<file path="src/rtl/mem_arbiter_pkg.sv">
// Shared types for the IFU/LSU memory-port arbiter: FSM states, owner codes
// and the grant-vector bit positions used by the picker.
package mem_arbiter_pkg;

  typedef enum logic [1:0] {
    ARB_IDLE  = 2'd0,
    ARB_ISSUE = 2'd1,
    ARB_WAIT  = 2'd2
  } arb_state_t;

  typedef enum logic {
    ARB_OWN_IFU = 1'b0,
    ARB_OWN_LSU = 1'b1
  } arb_owner_t;

  // Bit positions inside the 2-bit request/grant vectors.
  localparam int GNT_IFU = 0;
  localparam int GNT_LSU = 1;

  // Map a one-hot grant vector to the owner code that gets latched.
  function automatic arb_owner_t grant_owner(input logic [1:0] grant);
    return grant[GNT_LSU] ? ARB_OWN_LSU : ARB_OWN_IFU;
  endfunction

endpackage

</file>
<file path="src/rtl/mem_arbiter_rr_pick.sv">
// Two-way combinational picker. With a single requester it grants that one;
// with both it grants the LSU unless round-robin is on and the LSU went last.
module arb_rr_pick
  import mem_arbiter_pkg::*;
(
  input  logic [1:0] req,
  input  arb_owner_t last,
  input  logic       rr_en,
  output logic [1:0] grant
);

  // One-hot grant from the request vector and previous owner.
  always_comb begin
    grant = 2'b00;
    if (req == 2'b11) begin
      if (rr_en && (last == ARB_OWN_LSU)) begin
        grant[GNT_IFU] = 1'b1;
      end else begin
        grant[GNT_LSU] = 1'b1;
      end
    end else begin
      grant = req;
    end
  end

endmodule

</file>
<file path="src/rtl/mem_arbiter.sv">
// Shares the single memory port between instruction fetch and load/store.
// One transaction in flight; the accepted request is latched, issued, and the
// response is returned as a registered one-cycle pulse to its owner.
module mem_arbiter
  import mem_arbiter_pkg::*;
#(
  parameter int ADDR_W  = 32,
  parameter int DATA_W  = 64,
  parameter int MASK_W  = 8,
  parameter int RR_EN   = 0,
  parameter int TIMEOUT = 255
) (
  input  logic              clk,
  input  logic              rst_n,
  input  logic              ifu_req_valid,
  output logic              ifu_req_ready,
  input  logic [ADDR_W-1:0] ifu_addr,
  output logic              ifu_resp_valid,
  output logic [DATA_W-1:0] ifu_rdata,
  input  logic              lsu_req_valid,
  output logic              lsu_req_ready,
  input  logic [ADDR_W-1:0] lsu_addr,
  input  logic              lsu_wen,
  input  logic [DATA_W-1:0] lsu_wdata,
  input  logic [MASK_W-1:0] lsu_wmask,
  output logic              lsu_resp_valid,
  output logic [DATA_W-1:0] lsu_rdata,
  output logic              mem_req_valid,
  input  logic              mem_req_ready,
  output logic [ADDR_W-1:0] mem_addr,
  output logic [DATA_W-1:0] mem_wdata,
  output logic [MASK_W-1:0] mem_wmask,
  output logic              mem_wen,
  output logic              mem_ren,
  input  logic              mem_resp_valid,
  input  logic [DATA_W-1:0] mem_rdata,
  output logic              mem_err
);

  localparam int CNT_W = (TIMEOUT > 0) ? $clog2(TIMEOUT + 1) : 1;

  arb_state_t        state_q, state_d;
  arb_owner_t        owner_q, owner_d;
  arb_owner_t        last_q, last_d;
  logic [CNT_W-1:0]  cnt_q, cnt_d;
  logic [ADDR_W-1:0] addr_q, addr_d;
  logic [DATA_W-1:0] wdata_q, wdata_d;
  logic [MASK_W-1:0] wmask_q, wmask_d;
  logic              wen_q, wen_d;
  logic              ren_q, ren_d;
  logic              err_q, err_d;
  logic              ifu_resp_q, ifu_resp_d;
  logic              lsu_resp_q, lsu_resp_d;
  logic [DATA_W-1:0] ifu_rdata_q, ifu_rdata_d;
  logic [DATA_W-1:0] lsu_rdata_q, lsu_rdata_d;

  logic [1:0]        grant;
  logic              timeout_hit;
  logic              finish;
  logic [DATA_W-1:0] resp_data;

  arb_rr_pick u_pick (
    .req   ({lsu_req_valid, ifu_req_valid}),
    .last  (last_q),
    .rr_en (RR_EN != 0),
    .grant (grant)
  );

  assign timeout_hit = (TIMEOUT != 0) && (cnt_q == CNT_W'(TIMEOUT));

  // Next-state, request latching, watchdog and response routing.
  always_comb begin
    state_d       = state_q;
    owner_d       = owner_q;
    last_d        = last_q;
    cnt_d         = cnt_q;
    addr_d        = addr_q;
    wdata_d       = wdata_q;
    wmask_d       = wmask_q;
    wen_d         = wen_q;
    ren_d         = ren_q;
    err_d         = err_q;
    ifu_resp_d    = 1'b0;
    lsu_resp_d    = 1'b0;
    ifu_rdata_d   = '0;
    lsu_rdata_d   = '0;
    ifu_req_ready = 1'b0;
    lsu_req_ready = 1'b0;
    finish        = 1'b0;
    resp_data     = '0;

    case (state_q)
      ARB_IDLE: begin
        // Ready is withheld while reset is asserted so no grant is visible.
        if (rst_n && (grant != 2'b00)) begin
          owner_d = grant_owner(grant);
          last_d  = grant_owner(grant);
          cnt_d   = '0;
          state_d = ARB_ISSUE;
          if (grant[GNT_LSU]) begin
            lsu_req_ready = 1'b1;
            addr_d        = lsu_addr;
            wdata_d       = lsu_wdata;
            wmask_d       = lsu_wmask;
            wen_d         = lsu_wen;
            ren_d         = ~lsu_wen;
          end else begin
            ifu_req_ready = 1'b1;
            addr_d        = ifu_addr;
            wdata_d       = '0;
            wmask_d       = '0;
            wen_d         = 1'b0;
            ren_d         = 1'b1;
          end
        end
      end
      ARB_ISSUE: begin
        cnt_d = cnt_q + CNT_W'(1);
        if (timeout_hit) begin
          err_d  = 1'b1;
          finish = 1'b1;
        end else if (mem_req_ready) begin
          state_d = ARB_WAIT;
        end
      end
      ARB_WAIT: begin
        cnt_d = cnt_q + CNT_W'(1);
        if (timeout_hit) begin
          err_d  = 1'b1;
          finish = 1'b1;
        end else if (mem_resp_valid) begin
          finish    = 1'b1;
          resp_data = wen_q ? '0 : mem_rdata;
        end
      end
      default: state_d = ARB_IDLE;
    endcase

    // A finished transaction (response or abort) pulses its owner next cycle.
    if (finish) begin
      state_d = ARB_IDLE;
      if (owner_q == ARB_OWN_LSU) begin
        lsu_resp_d  = 1'b1;
        lsu_rdata_d = resp_data;
      end else begin
        ifu_resp_d  = 1'b1;
        ifu_rdata_d = resp_data;
      end
    end
  end

  // State and output registers; reset clears everything including the buses.
  always_ff @(posedge clk) begin
    if (!rst_n) begin
      state_q     <= ARB_IDLE;
      owner_q     <= ARB_OWN_IFU;
      last_q      <= ARB_OWN_IFU;
      cnt_q       <= '0;
      addr_q      <= '0;
      wdata_q     <= '0;
      wmask_q     <= '0;
      wen_q       <= 1'b0;
      ren_q       <= 1'b0;
      err_q       <= 1'b0;
      ifu_resp_q  <= 1'b0;
      lsu_resp_q  <= 1'b0;
      ifu_rdata_q <= '0;
      lsu_rdata_q <= '0;
    end else begin
      state_q     <= state_d;
      owner_q     <= owner_d;
      last_q      <= last_d;
      cnt_q       <= cnt_d;
      addr_q      <= addr_d;
      wdata_q     <= wdata_d;
      wmask_q     <= wmask_d;
      wen_q       <= wen_d;
      ren_q       <= ren_d;
      err_q       <= err_d;
      ifu_resp_q  <= ifu_resp_d;
      lsu_resp_q  <= lsu_resp_d;
      ifu_rdata_q <= ifu_rdata_d;
      lsu_rdata_q <= lsu_rdata_d;
    end
  end

  assign mem_req_valid  = (state_q == ARB_ISSUE);
  assign mem_addr       = addr_q;
  assign mem_wdata      = wdata_q;
  assign mem_wmask      = wmask_q;
  assign mem_wen        = wen_q;
  assign mem_ren        = ren_q;
  assign mem_err        = err_q;
  assign ifu_resp_valid = ifu_resp_q;
  assign ifu_rdata      = ifu_rdata_q;
  assign lsu_resp_valid = lsu_resp_q;
  assign lsu_rdata      = lsu_rdata_q;

endmodule

</file>
<file path="config.mk">
export PLATFORM = sky130hd
export DESIGN_NAME = mem_arbiter
export DESIGN_NICKNAME = d
export VERILOG_FILES = /design/src/rtl/mem_arbiter_pkg.sv /design/src/rtl/mem_arbiter_rr_pick.sv /design/src/rtl/mem_arbiter.sv
export SDC_FILE = /design/constraint.sdc
export NUM_CORES = 1
export LEC_CHECK = 0
export ABC_AREA = 1
export ABC_CLOCK_PERIOD_IN_PS = 5000
export BUFFER_PORTS_ARGS = -buffer_cell sky130_fd_sc_hd__buf_2
export CORE_AREA = 2 2 173 175
export CTS_CLUSTER_DIAMETER = 80
export DETAILED_ROUTE_END_ITERATION = 6
export DIE_AREA = 0 0 175 177
export GPL_TIMING_DRIVEN = 1
export PLACE_DENSITY = 0.53
export SYNTH_ARGS = -nofsm -noshare
export SYNTH_HDL_FRONTEND = slang
export SYNTH_SLANG_ARGS = --single-unit
</file>
<file path="constraint.sdc">
create_clock -name clk -period 5 [get_ports clk]
set_input_delay 1.25 -clock clk [delete_from_list [all_inputs] [get_ports clk]]
set_output_delay 1.25 -clock clk [all_outputs]
set_load 0.05 [all_outputs]
</file>
==> summary.md <==
| Metric | Value |
|---|---|
| Final hold violations | 0 |
| Worst slew pin tran | 1.088 ns |
| Post_cts resized | 0 |
| Pin count of the biggest net entering global routing | 105 |
| Worst Path Buf+Inv | 4 |
| GP Congestion | 0.7692 |
| DP HPWL | 18.73 mm |
| Crit path capture type | output port |
| CP max-delay cell | buf_4 |
| Total clock sinks | 248 |
| Longest Clk Path Bufs | 3 |
| Inst Count DP | 1733 |
| Mapped cell area | 8138 µm² |
| Top Family by Delay on Critical Path | buffers and inverters |
| Setup TNS | 0 ns |
| CP peak stage delay | 0.33 ns |
| Sequential area share after synthesis | 61.01% |
| Pre-CTS setup slack | 1.226 ns |
| CP Max Fanout | 56 |
| Core area | 29240 µm² |
| Post-synthesis register bit count | 248 |
| Final core occ | 39.91% |
| First-pass GRT wire length | 40.40 mm |
| # DRC | 0 |
| Clock Latency Late Sink | 0.54 ns |
| Vias per Instance | 4.343 |
| Worst Path Required | 3.75 ns |
| Die area | 30980 µm² |
| CTS tree | built |
| GRT Total Usage | 16.28% |
| Startpoint Class | input pin |
| F_max | 268.0 MHz |
| Worst IR Drop VDD | 229.4 µV |
| Max-slew violations | 0 |
| Setup repair after global routing missed its margin | false |
| # H-tree levels | 1 |
| Port bufs | 446 |
| Clock slew seen by the registers of the worst setup and hold paths | 0.06 ns |
| Cell Count, Final, Fillers Out | 1788 |
| Slew margin rel. | 27.44% |
| Status | complete, no violations |
| Netlist cell types | 29 |
| Vias in the first global route | 7477 |
| Max Cap Viol | 0 |
| DRT iter0 DRCs | 326 |
| Initial antenna violation count | 5 |
| Post-synth EDFFs | 0 |
| Syn nets | 1166 |
| PwrDens | 471.7 nW/µm² |
| Antenna-violating nets left | 0 |
| Final Setup Violations | 0 |
| Vias | 7766 |
| CP arrival | 2.48 ns |
| Final Power | 5506 µW |
| Gr ovfl total | 0 |
| IO Count | 447 |
| Syn Area/Cell | 8.530 µm² |
| Initial Utilization | 27.83% |
| Ys async rst share | 0% |
| Tmin final | 3.732 ns |
| PnR worst setup slack | 1.268 ns |
| Most Frequent Cell on Critical Path | buf_2 |
| Cts bufs inserted | 27 |
| Share of layout cells above drive strength 1 | 37.04% |
| Main flop type after synthesis | dfxtp_1 |
| Nets | 1584 |
| Setup bufs post-CTS | 0 |
| Final period utilization | 74.63% |
| Crit-path cells | buf_2 > inv_2 > nand2_2 > nand3_4 > buf_4 > nor2_4 > buf_2 |
| Pre-Repair DR Iteration Count | 5 |
| Row count | 63 |
| Synth warnings | 0 |
| Fin Clk Skew | 0.02492 ns |
| Crit Path Class | in -> out |
| Worst Hold Class | reg -> reg |
| Root buf cell | clkbuf_16 |
| Die W | 175 µm |
| DR WL/cell | 15.02 µm |
| DIE HEIGHT | 177 µm |
| Routed wire length | 26.85 mm |
| Pleak | 0.005330 µW |
| CTS Hold Bufs | 0 |
| Synth-to-layout area growth | 43.43% |
| Cell count after synthesis | 954 |
==> cells in the final DEF, fill, tap and decap left out, types with 2 or more instances in the layout <==
| cell type | synthesis | layout |
|---|---|---|
| buf_2 | 17 | 446 |
| nand2_2 | 1 | 2 |
| nand4_1 | 4 | 4 |
| diode_2 | 0 | 5 |
| clkbuf_8 | 0 | 2 |
| nand2_1 | 270 | 269 |
| o21ai_0 | 4 | 4 |
| a21oi_1 | 81 | 81 |
| nor2_4 | 2 | 2 |
| clkinvlp_4 | 0 | 3 |
| clkinv_2 | 0 | 4 |
| dfxtp_1 | 248 | 248 |
| clkbuf_16 | 0 | 27 |
| a31oi_1 | 32 | 32 |
| ha_1 | 5 | 5 |
| inv_1 | 21 | 20 |
| buf_4 | 7 | 9 |
| inv_6 | 0 | 2 |
| nand3_1 | 69 | 69 |
| bufinv_16 | 0 | 10 |
| nor2_1 | 139 | 139 |
| clkinv_4 | 0 | 2 |
==> layout make-up <==
| class | instances | area (µm²) |
|---|---|---|
| antenna | 5 | 12.51 |
| sequential | 248 | 4965 |
| multi-input combinational | 618 | 2744 |
| timing repair buffer | 455 | 2300 |
| tap | 390 | 488.0 |
| clock inverter | 20 | 372.9 |
| clock buffer | 30 | 706.9 |
| fill | 3080 | 17570 |
| inverter | 22 | 83.83 |
==> final timing paths <==
check        cells after the start       endpoint  slack [ns]     startpoint
max reg2reg                      9       cnt_q[4]        2.17     state_q[0]
max                              7  lsu_req_ready        1.27  lsu_req_valid
min reg2reg                      2  mem_wdata[30]        0.46  mem_wdata[30]
min                              2  mem_wdata[30]        0.46  mem_wdata[30]
==> per-stage QoR <==
| step | area [µm²] | hold slack, ns |
|---|---|---|
| 2_1_floorplan | 8138 | 0.4559 |
| 5_1_grt | 11660 | 0.4746 |
| 3_5_place_dp | 10580 | 0.4524 |
| 3_3_place_gp | 10580 | 0.4487 |
| 6_report | 11670 | 0.4595 |
| 4_1_cts | 11660 | 0.4625 |
==> where the power goes <==
| part | internal, µW | leakage (µW) | switching [µW] | total [µW] |
|---|---|---|---|---|
| registers | 2080 | 0.00201 | 60.0 | 2140 |
| logic | 244 | 0.00280 | 737 | 981 |
| clock network | 1540 | 0.000519 | 841 | 2380 |
==> tightest hold or removal path: stages, from the launching register on <==
cell and delay, ns:
dfxtp_1 0.31, nand2_1 0.06, a21oi_1 0.05
==> cells in the mapped netlist, types with 4 or more instances <==
master    count  area [µm²]
a31oi_1      32       200.2
clkbuf_1     27       101.4
ha_1          5       62.56
buf_1         6       22.52
a21oi_1      81       405.4
inv_1        21       78.83
dfxtp_1     248        4965
nand3_1      69       345.3
buf_6         9       101.4
buf_2        17       85.08
nor2_1      139       521.8
buf_4         7       52.55
nand2_1     270        1013
o21ai_0       4       20.02
nand4_1       4       25.02
==> kinds of logic after synthesis <==
family	count (synthesis)	share of synthesized area, %
AND/OR/NAND/NOR	491	24.57
adder cells (fa/ha/maj)	5	0.7688
buffers and inverters	88	5.474
flip-flops	248	61.01
AO/OA/AOI/OAI	121	8.072
XOR/XNOR	1	0.1076
==> metal layers <==
layer  vias up  track usage [%]  routed length (µm)
met5         -                0                  13
met3        46            4.961                2455
met1      3496            18.59               10460
met4         2            5.521                 761
met2       323            28.89               13160
li1       3899                -                   -
==> sequential cells by signal (all words and copies together) (netlist names) <==
| name | cells |
|---|---|
| cnt_q | 8 |
| lsu_resp_valid | 1 |
| mem_wdata | 64 |
| mem_err | 1 |
| state_q | 2 |
| mem_wmask | 8 |
| owner_q | 1 |
| lsu_rdata | 64 |
| mem_wen | 1 |
| ifu_rdata | 64 |
| ifu_resp_valid | 1 |
| mem_addr | 32 |
| mem_ren | 1 |
Note: power is estimated with default switching activity, not from simulation.
